File: src/rtl/bxx_resolve.sv
// bxx_resolve: in-order tracker of predicted conditional branches. It compares each
// prediction with the resolved outcome and issues a one-cycle fetch redirect on a miss.
module bxx_resolve #(
    parameter int PC_SIZE = 32,
    parameter int DEPTH   = 4,
    parameter int CNT_W   = 32
) (
    input  logic               clk,
    input  logic               rst_n,
    input  logic               enq_valid,
    input  logic [PC_SIZE-1:0] enq_pc,
    input  logic               enq_take,
    input  logic               res_valid,
    input  logic               res_taken,
    input  logic [PC_SIZE-1:0] res_imm,
    output logic               predict_fail,
    output logic [PC_SIZE-1:0] bxx_fail_pc,
    output logic [PC_SIZE-1:0] bxx_fail_imm,
    output logic               fifo_full,
    output logic               fifo_empty,
    output logic [CNT_W-1:0]   branch_cnt,
    output logic [CNT_W-1:0]   miss_cnt,
    output logic               err
);

    localparam int                 PTR_W         = $clog2(DEPTH);
    localparam logic [PTR_W:0]     FULL_COUNT    = (PTR_W + 1)'(DEPTH);
    localparam logic [PC_SIZE-1:0] NOT_TAKEN_IMM = PC_SIZE'(4);

    logic [PC_SIZE-1:0] pc_mem_q [DEPTH];
    logic [DEPTH-1:0]   take_mem_q;

    logic [PTR_W-1:0]   wr_ptr_q, wr_ptr_d;
    logic [PTR_W-1:0]   rd_ptr_q, rd_ptr_d;
    logic [PTR_W:0]     count_q, count_d;
    logic               predict_fail_q, predict_fail_d;
    logic [PC_SIZE-1:0] fail_pc_q, fail_pc_d;
    logic [PC_SIZE-1:0] fail_imm_q, fail_imm_d;
    logic [CNT_W-1:0]   branch_cnt_q, branch_cnt_d;
    logic [CNT_W-1:0]   miss_cnt_q, miss_cnt_d;
    logic               err_q, err_d;

    logic               full;
    logic               empty;
    logic               do_enq;
    logic               do_res;
    logic               mismatch;
    logic [PC_SIZE-1:0] head_pc;
    logic               head_take;

    assign full      = (count_q == FULL_COUNT);
    assign empty     = (count_q == '0);
    assign head_pc   = pc_mem_q[rd_ptr_q];
    assign head_take = take_mem_q[rd_ptr_q];

    // While the redirect pulse is high, both fetch and execute slots are squashed
    // instructions, so neither side may touch the queue or the error flag.
    assign do_enq   = enq_valid && !full && !predict_fail_q;
    assign do_res   = res_valid && !empty && !predict_fail_q;
    assign mismatch = do_res && (head_take != res_taken);

    always_comb begin
        wr_ptr_d       = wr_ptr_q;
        rd_ptr_d       = rd_ptr_q;
        count_d        = count_q;
        predict_fail_d = mismatch;
        fail_pc_d      = fail_pc_q;
        fail_imm_d     = fail_imm_q;
        branch_cnt_d   = branch_cnt_q;
        miss_cnt_d     = miss_cnt_q;
        err_d          = err_q;

        if (!predict_fail_q) begin
            if (enq_valid && full) begin
                err_d = 1'b1;
            end
            if (res_valid && empty) begin
                err_d = 1'b1;
            end
        end

        if (do_res) begin
            branch_cnt_d = branch_cnt_q + CNT_W'(1);
        end

        if (mismatch) begin
            // A miss discards every younger branch, including one enqueued this cycle.
            wr_ptr_d   = '0;
            rd_ptr_d   = '0;
            count_d    = '0;
            miss_cnt_d = miss_cnt_q + CNT_W'(1);
            fail_pc_d  = head_pc;
            fail_imm_d = res_taken ? res_imm : NOT_TAKEN_IMM;
        end else begin
            if (do_enq) begin
                wr_ptr_d = wr_ptr_q + PTR_W'(1);
            end
            if (do_res) begin
                rd_ptr_d = rd_ptr_q + PTR_W'(1);
            end
            count_d = count_q + (PTR_W + 1)'(do_enq) - (PTR_W + 1)'(do_res);
        end
    end

    // Entry storage carries no reset; only the pointers define what is valid.
    always_ff @(posedge clk) begin
        if (do_enq) begin
            pc_mem_q[wr_ptr_q]   <= enq_pc;
            take_mem_q[wr_ptr_q] <= enq_take;
        end
    end

    always_ff @(posedge clk or negedge rst_n) begin
        if (!rst_n) begin
            wr_ptr_q       <= '0;
            rd_ptr_q       <= '0;
            count_q        <= '0;
            predict_fail_q <= 1'b0;
            fail_pc_q      <= '0;
            fail_imm_q     <= '0;
            branch_cnt_q   <= '0;
            miss_cnt_q     <= '0;
            err_q          <= 1'b0;
        end else begin
            wr_ptr_q       <= wr_ptr_d;
            rd_ptr_q       <= rd_ptr_d;
            count_q        <= count_d;
            predict_fail_q <= predict_fail_d;
            fail_pc_q      <= fail_pc_d;
            fail_imm_q     <= fail_imm_d;
            branch_cnt_q   <= branch_cnt_d;
            miss_cnt_q     <= miss_cnt_d;
            err_q          <= err_d;
        end
    end

    assign predict_fail = predict_fail_q;
    assign bxx_fail_pc  = fail_pc_q;
    assign bxx_fail_imm = fail_imm_q;
    assign fifo_full    = full;
    assign fifo_empty   = empty;
    assign branch_cnt   = branch_cnt_q;
    assign miss_cnt     = miss_cnt_q;
    assign err          = err_q;

endmodule

File: config.mk
export PLATFORM = sky130hd
export DESIGN_NAME = bxx_resolve
export DESIGN_NICKNAME = d
export VERILOG_FILES = /design/src/rtl/bxx_resolve.sv
export SDC_FILE = /design/constraint.sdc
export NUM_CORES = 1
export LEC_CHECK = 0
export CORE_MARGIN = 2
export CORE_UTILIZATION = 55
export CTS_CLUSTER_SIZE = 20
export DETAILED_ROUTE_END_ITERATION = 7
export DONT_BUFFER_PORTS = 1
export PLACE_DENSITY_LB_ADDON = 0.1
export SLEW_MARGIN = 10
export SYNTH_ARGS = -nofsm -noshare
export SYNTH_HDL_FRONTEND = slang
export SYNTH_SLANG_ARGS = --single-unit
File: constraint.sdc
create_clock -name clk -period 2.45 [get_ports clk]
set_input_delay 0.49 -clock clk [delete_from_list [all_inputs] [get_ports clk]]
set_output_delay 0.49 -clock clk [all_outputs]
set_load 0.01 [all_outputs]
==> out/metrics.cfg, run 1 <==
[outcome]
outcome=complete, but fails checks
violations=negative hold slack

[power_and_ir_drop]
pwr-share-seq=0.482
switching_power_mw=4.302
p_comb_frac=0.210
worst_ir_drop_vdd_uv=794.8
power.internal_mw=9.967
power-per-cell-area_nw_per_um2=1180
swShare=0.3015
power_mw=14.27
p_clk_frac=0.308
power.leakage_nw=4.887

[detailed_routing]
wl_um=21070
drt_iter0_markers=307
drc=0
vias_per_cell=5.658
post_drt_wl_per_cell_um=20.90
ant_nets=0
first_pass_iters=4
num_vias=5703

[place]
gp_congestion=0.8503
placed_cell_area_sq_um=11040
numPortBuffers=0
dp_hpwl_um=13250
pre_cts_ws_ns=-0.04206

[die]
die_w_um=143.0
floorplan.initialDensity=0.5646
num_io_pins=202
core_area_sq_um=18830
die_h_um=143.0
die-area_sq_um=20460
rows=50

[grt]
first_global_vias=6092
grt.total_usage=0.2071
antenna_found_initial=0
grt-ovfl-total=0
grt_pass1_wl_um=33000
grt_max_degree=138

[final_layout]
final_cell_mix=133 x dfrtp_1, 132 x edfxtp_1, 130 x nand2_1
nets=805
final_common_cell=dfrtp_1
final_area_sq_um=12090
final_util=0.6420
num-fill-cells=1373
layout-drive-gt1-share=0.1805
syn_to_final_growth_pct=13.71
antennaDiodeCount=0

[setup_path]
cp-end-kind=register
worst_ep_arrival_time_ns=2.75
cp.required_ns=2.86
startpoint_type=register
path_max_fanout=4
critPathKind=register to register

[yosys]
synth_nets=777
ys.flop_type=dfrtp_1
synth.top_cell.area_share=0.3728
synth.avg_cell_area_sq_um=15.23
synth.cell_area_sq_um=10630
ys_seq_area_frac=0.6953
synthCells=698
ys_ff_latch=269
synth_async_sr_flop_share=0.5093
ys_types=45
synth_enable_flop_cells=132
synth_largest_area_cell=edfxtp_1
synth_area_leaders=edfxtp_1 37%, dfrtp_1 32%, mux4_2 6.8%, nand2_1 4.6%, xnor2_1 3.8%
yosysWarnings=0

[sta]
hold_violations=137
rsz0062_at_grt=true
clock.fmax_mhz=426.9
whs_ns=-0.3522
tightest_slew_ns=0.7079
maxSlewHeadroom=0.5281
finalClockSkew_ns=0.01065
fin_ws_ns=0.1075
post-route-period-util=0.9561
setup_violations=0
finalMaxSlewViolations=0
final.min_clock_period_ns=2.342

[flow_run]
drv_cap=0

[cts]
root_buffer=clkbuf_16
insertion_delay_ns=0.54
clk_pin_slew_worst_paths_ns=0.06
cts_tree=yes
cts_max_path_buffers=3
cts_buffers=28
htreeDepth=1
clock_sinks=269

[min_path]
hp-class=primary input to asynchronous set/reset pin

-- repair_timing --
action / 4_1_cts / 5_1_grt
setup endpoints to repair: 1 / 6
setup buffers: 0 / 3
endpoints found under the hold margin: 137 / 137
pin swaps: 0 / 3
gates resized for setup: 2 / 7
-- synthesized netlist by cell type, types with 2 or more instances --
cell type	n
dfrtp_1	137
edfxtp_1	132
nor4_4	2
nor3b_1	2
a22o_1	31
mux2i_2	2
mux4_2	32
ha_1	8
buf_4	5
nor2_1	18
buf_6	2
inv_1	10
mux2i_1	4
nand2_1	130
and4_1	4
buf_2	12
and3_1	12
xor2_1	21
nor3_1	6
nor3_2	6
nor2b_1	2
xnor2_1	46
nand3_1	23
and2_1	5
nand4_1	20
clkbuf_1	7
-- metrics by stage --
stage	setup TNS [ns]	hold WS, ns	instances
2_1_floorplan	0	0.1944	698
3_3_place_gp	0	0.1976	953
3_5_place_dp	-0.04206	0.1976	953
4_1_cts	0	-0.3766	1005
5_1_grt	-0.05010	-0.3783	1008
6_report	0	-0.3522	1008
-- logic make-up (layout without fill, tap and decap cells) --
| kind of cell | Yosys count | in the layout | synth area share |
|---|---|---|---|
| AND/OR/NAND/NOR | 241 | 241 | 0.1146 |
| flip-flops | 269 | 269 | 0.6953 |
| XOR/XNOR | 67 | 67 | 0.05520 |
| AO/OA/AOI/OAI | 34 | 34 | 0.02730 |
| buffers and inverters | 39 | 89 | 0.02107 |
| multiplexers | 39 | 39 | 0.07520 |
| adder cells (fa/ha/maj) | 9 | 9 | 0.01130 |
-- path summary, 6_finish.rpt --
kind	slack (ns)	depth (start not counted)	endpoint	startpoint
worst max-delay path	0.11	11	count_q[2]	count_q[0]
worst min-delay path	-0.35	0	bxx_fail_imm[26]	rst_n
worst max register to register	0.11	11	count_q[2]	count_q[0]
worst min register to register	0.54	1	branch_cnt[31]	branch_cnt[31]
max in group asynchronous	2.63	0	count_q[0]	rst_n
min in group clk	0.04	0	pc_mem_q[3][15]	enq_pc[15]
-- worst max-delay path: stages, from the launching register on --
cell and delay (ns):
dfrtp_2 0.43, nor3_4 0.06, or3b_4 0.44, clkinv_8 0.06, ha_1 0.23, inv_1 0.06, ha_1 0.13, inv_1 0.05
fa_2 0.36, xor2_2 0.16, xnor2_1 0.17, nor2_1 0.06
-- routing by layer --
layer / global-route usage / up-vias / routed length, um
li1: - / 2590 / -
met1: 0.2395 / 2881 / 7955
met2: 0.3614 / 187 / 10500
met3: 0.07478 / 45 / 2017
met4: 0.06410 / 0 / 600
met5: 0 / - / 0
-- sequential cells by signal, summed over array words and instances, names as in the netlist --
signal        count
bxx_fail_pc      32
rd_ptr_q          2
err               1
pc_mem_q        128
branch_cnt       32
miss_cnt         32
wr_ptr_q          2
predict_fail      1
count_q           3
take_mem_q        4
bxx_fail_imm     32
-- area by class of cell --
cell class	count	area [sq um]	area share
Multi-Input combinational cell	390	3062	0.2533
Clock inverter	12	187.7	0.01552
Clock buffer	40	805.8	0.06665
Timing Repair Buffer	25	254.0	0.02101
Inverter	12	57.56	0.004761
Tap cell	260	325.3	0.02691
Sequential cell	269	7397	0.6119
-- power by group through the flow --
stage	Combinational [mW]	Clock, mW	Sequential (mW)
2_1_floorplan	2.25	0	6.72
4_1_cts	2.98	4.48	6.89
6_report	2.99	4.39	6.88
5_1_grt	3.34	4.67	7.01
3_3_place_gp	2.85	0	6.91
3_5_place_dp	2.94	0	6.96
No activity file was read; power rests on OpenSTA's default activity.
==> run 2: changes to the inputs <==
--- a/config.mk
+++ b/config.mk
@@ -5,6 +5,7 @@
 export SDC_FILE = /design/constraint.sdc
 export NUM_CORES = 1
 export LEC_CHECK = 0
+export CAP_MARGIN = 40
 export CORE_MARGIN = 2
 export CORE_UTILIZATION = 55
 export CTS_CLUSTER_SIZE = 20
==> results of run 2 <==
Final layout, timing and power as in run 1 (identical DEF).
==> run 3: changes to the inputs <==
--- a/config.mk
+++ b/config.mk
@@ -12,6 +12,8 @@
 export DETAILED_ROUTE_END_ITERATION = 7
 export DONT_BUFFER_PORTS = 1
 export PLACE_DENSITY_LB_ADDON = 0.1
+export REMOVE_ABC_BUFFERS = 1
+export SKIP_CTS_REPAIR_TIMING = 1
 export SLEW_MARGIN = 10
 export SYNTH_ARGS = -nofsm -noshare
 export SYNTH_HDL_FRONTEND = slang
==> constraint.sdc (replaced) <==
create_clock -name clk -period 2.5 [get_ports clk]
set_input_delay 0.5 -clock clk [delete_from_list [all_inputs] [get_ports clk]]
set_output_delay 0.5 -clock clk [all_outputs]
set_load 0.01 [all_outputs]
==> out/metrics.cfg, run 3 (synthesized netlist as in run 1, its figures left out) <==
[setup_path]
cpPeakStageDelay_ns=0.44
regToRegStartpoint=count_q[0]
cp-end-kind=register
path_max_fanout=4
ff2ff_setup_slack_ns=0.08
worstPathCellList=nor3_2 > or3b_4 > clkinv_8 > ha_1 > inv_1 > ha_1 > inv_1 > fa_1 > xor2_2 > xnor2_1 > nor2_1
worst-path-buf-inv=3
slowest_stage=dfrtp_1
startpoint_type=register
cp.required_ns=2.90
reg2reg_depth=11
critPathTopFamily=adder cells
critPathKind=register to register
worst_ep_arrival_time_ns=2.82
worstReg2RegEnd=count_q[2]

[sta]
maxSlewHeadroom=0.6041
fin_ws_ns=0.08282
setup_violations=0
final.min_clock_period_ns=2.417
finalSetupTns_ns=0
whs_ns=-0.3411
post-route-period-util=0.9669
finalMaxSlewViolations=0
hold_violations=137
finalClockSkew_ns=0.006601
clock.fmax_mhz=413.7
tightest_slew_ns=0.5938

[final_layout]
antennaDiodeCount=0
final_common_cell=dfrtp_1
regMostFlops=pc_mem_q
layout-drive-gt1-share=0.1805
num-fill-cells=1358
nets=806
final_cell_mix=134 x dfrtp_1, 132 x edfxtp_1, 130 x nand2_1
syn_to_final_growth_pct=12.30
largest_reg_flops=128
final_area_sq_um=11940

[grt]
grt-ovfl-total=0
grt_pass1_wl_um=32460
antenna_found_initial=0
grt_max_degree=138
grt.total_usage=0.2065
first_global_vias=6043

[die]
core_area_sq_um=18830
floorplan.initialDensity=0.5646
num_io_pins=202
die_w_um=143.0
rows=50
die_h_um=143.0
die-area_sq_um=20460

[cts]
htreeDepth=1
cts_buffers=28
clock_sinks=269
cts_max_path_buffers=3
insertion_delay_ns=0.54
cts_tree=yes
root_buffer=clkbuf_16
clk_pin_slew_worst_paths_ns=0.06

[outcome]
outcome=complete, but fails checks
violations=negative hold slack

[detailed_routing]
drt_iter0_markers=228
first_pass_iters=4
drc=0
ant_nets=0
wl_um=21260
num_vias=5715
post_drt_wl_per_cell_um=21.09
vias_per_cell=5.670

[power_and_ir_drop]
worst_ir_drop_vdd_uv=816.1
power.leakage_nw=4.832
power-per-cell-area_nw_per_um2=1135

[place]
dp_hpwl_um=13640
gp_congestion=0.8271
numPortBuffers=0
placed_cell_area_sq_um=11020
pre_cts_ws_ns=0.05435

[flow_run]
drv_cap=0

[min_path]
hp-class=primary input to asynchronous set/reset pin

[run 3: cell types whose count changed in the layout (fill, tap and decap cells not counted), sizes merged]
cell      previous run  this run
bufinv               4         1
buf                 25        26
clkinv               9        14
clkbuf              40        32
clkinvlp             0         2
inv                 11        14
[run 3: worst max path at each step]
stage                      startpoint          end  slack, ns  depth (start not counted)
after global placement      res_valid   count_q[2]       0.18                         10
after global routing       count_q[0]   count_q[2]      -0.01                         11
after detailed placement   count_q[0]   count_q[2]       0.05                         11
final                      count_q[0]   count_q[2]       0.08                         11
after floorplan           rd_ptr_q[0]  miss_cnt[8]      -1.09                          6
after CTS                  count_q[0]   count_q[2]       0.03                         11
[run 3: layout make-up]
| type | count | area (sq um) | area share |
|---|---|---|---|
| multi-input combinational | 390 | 3040 | 0.2547 |
| inverter | 12 | 57.56 | 0.004821 |
| tap | 260 | 325.3 | 0.02725 |
| timing repair buffer | 26 | 220.2 | 0.01844 |
| clock inverter | 19 | 163.9 | 0.01373 |
| clock buffer | 32 | 735.7 | 0.06162 |
| sequential | 269 | 7396 | 0.6195 |
[run 3: worst register-to-register path, delay by kind of cell (launching register included)]
kind / cells / cell delay (ns)
xor gates and xnor gates: 2 / 0.31
buffers and inverters: 3 / 0.16
and+or+nand+nor: 3 / 0.56
DFF: 1 / 0.44
adders and majority gates: 3 / 0.82
[run 3: per-stage QoR]
step | power (mW) | util | instances | hold slack, ns
global placement | 9.567 | 0.5851 | 957 | 0.2073
finish | 13.55 | 0.6340 | 1008 | -0.3411
CTS | 13.69 | 0.6329 | 1008 | -0.3642
global route | 14.27 | 0.6340 | 1008 | -0.3699
detailed placement | 9.719 | 0.5851 | 957 | 0.2078
floorplan | 8.611 | - | 671 | 0.2044
[run 3: report_power, final]
| group | internal, mW | switching (mW) |
|---|---|---|
| Combinational | 1.32 | 1.54 |
| Sequential | 5.75 | 1.01 |
| Clock | 2.25 | 1.69 |
| Total | 9.31 | 4.24 |
[run 3: layer usage]
| layer | vias to the layer above | global-route usage | wire length [um] |
|---|---|---|---|
| li1 | 2596 | - | - |
| met1 | 2893 | 0.2509 | 8478 |
| met2 | 198 | 0.3518 | 10380 |
| met3 | 28 | 0.07579 | 2046 |
| met4 | 0 | 0.05315 | 354 |
| met5 | - | 0 | 0 |
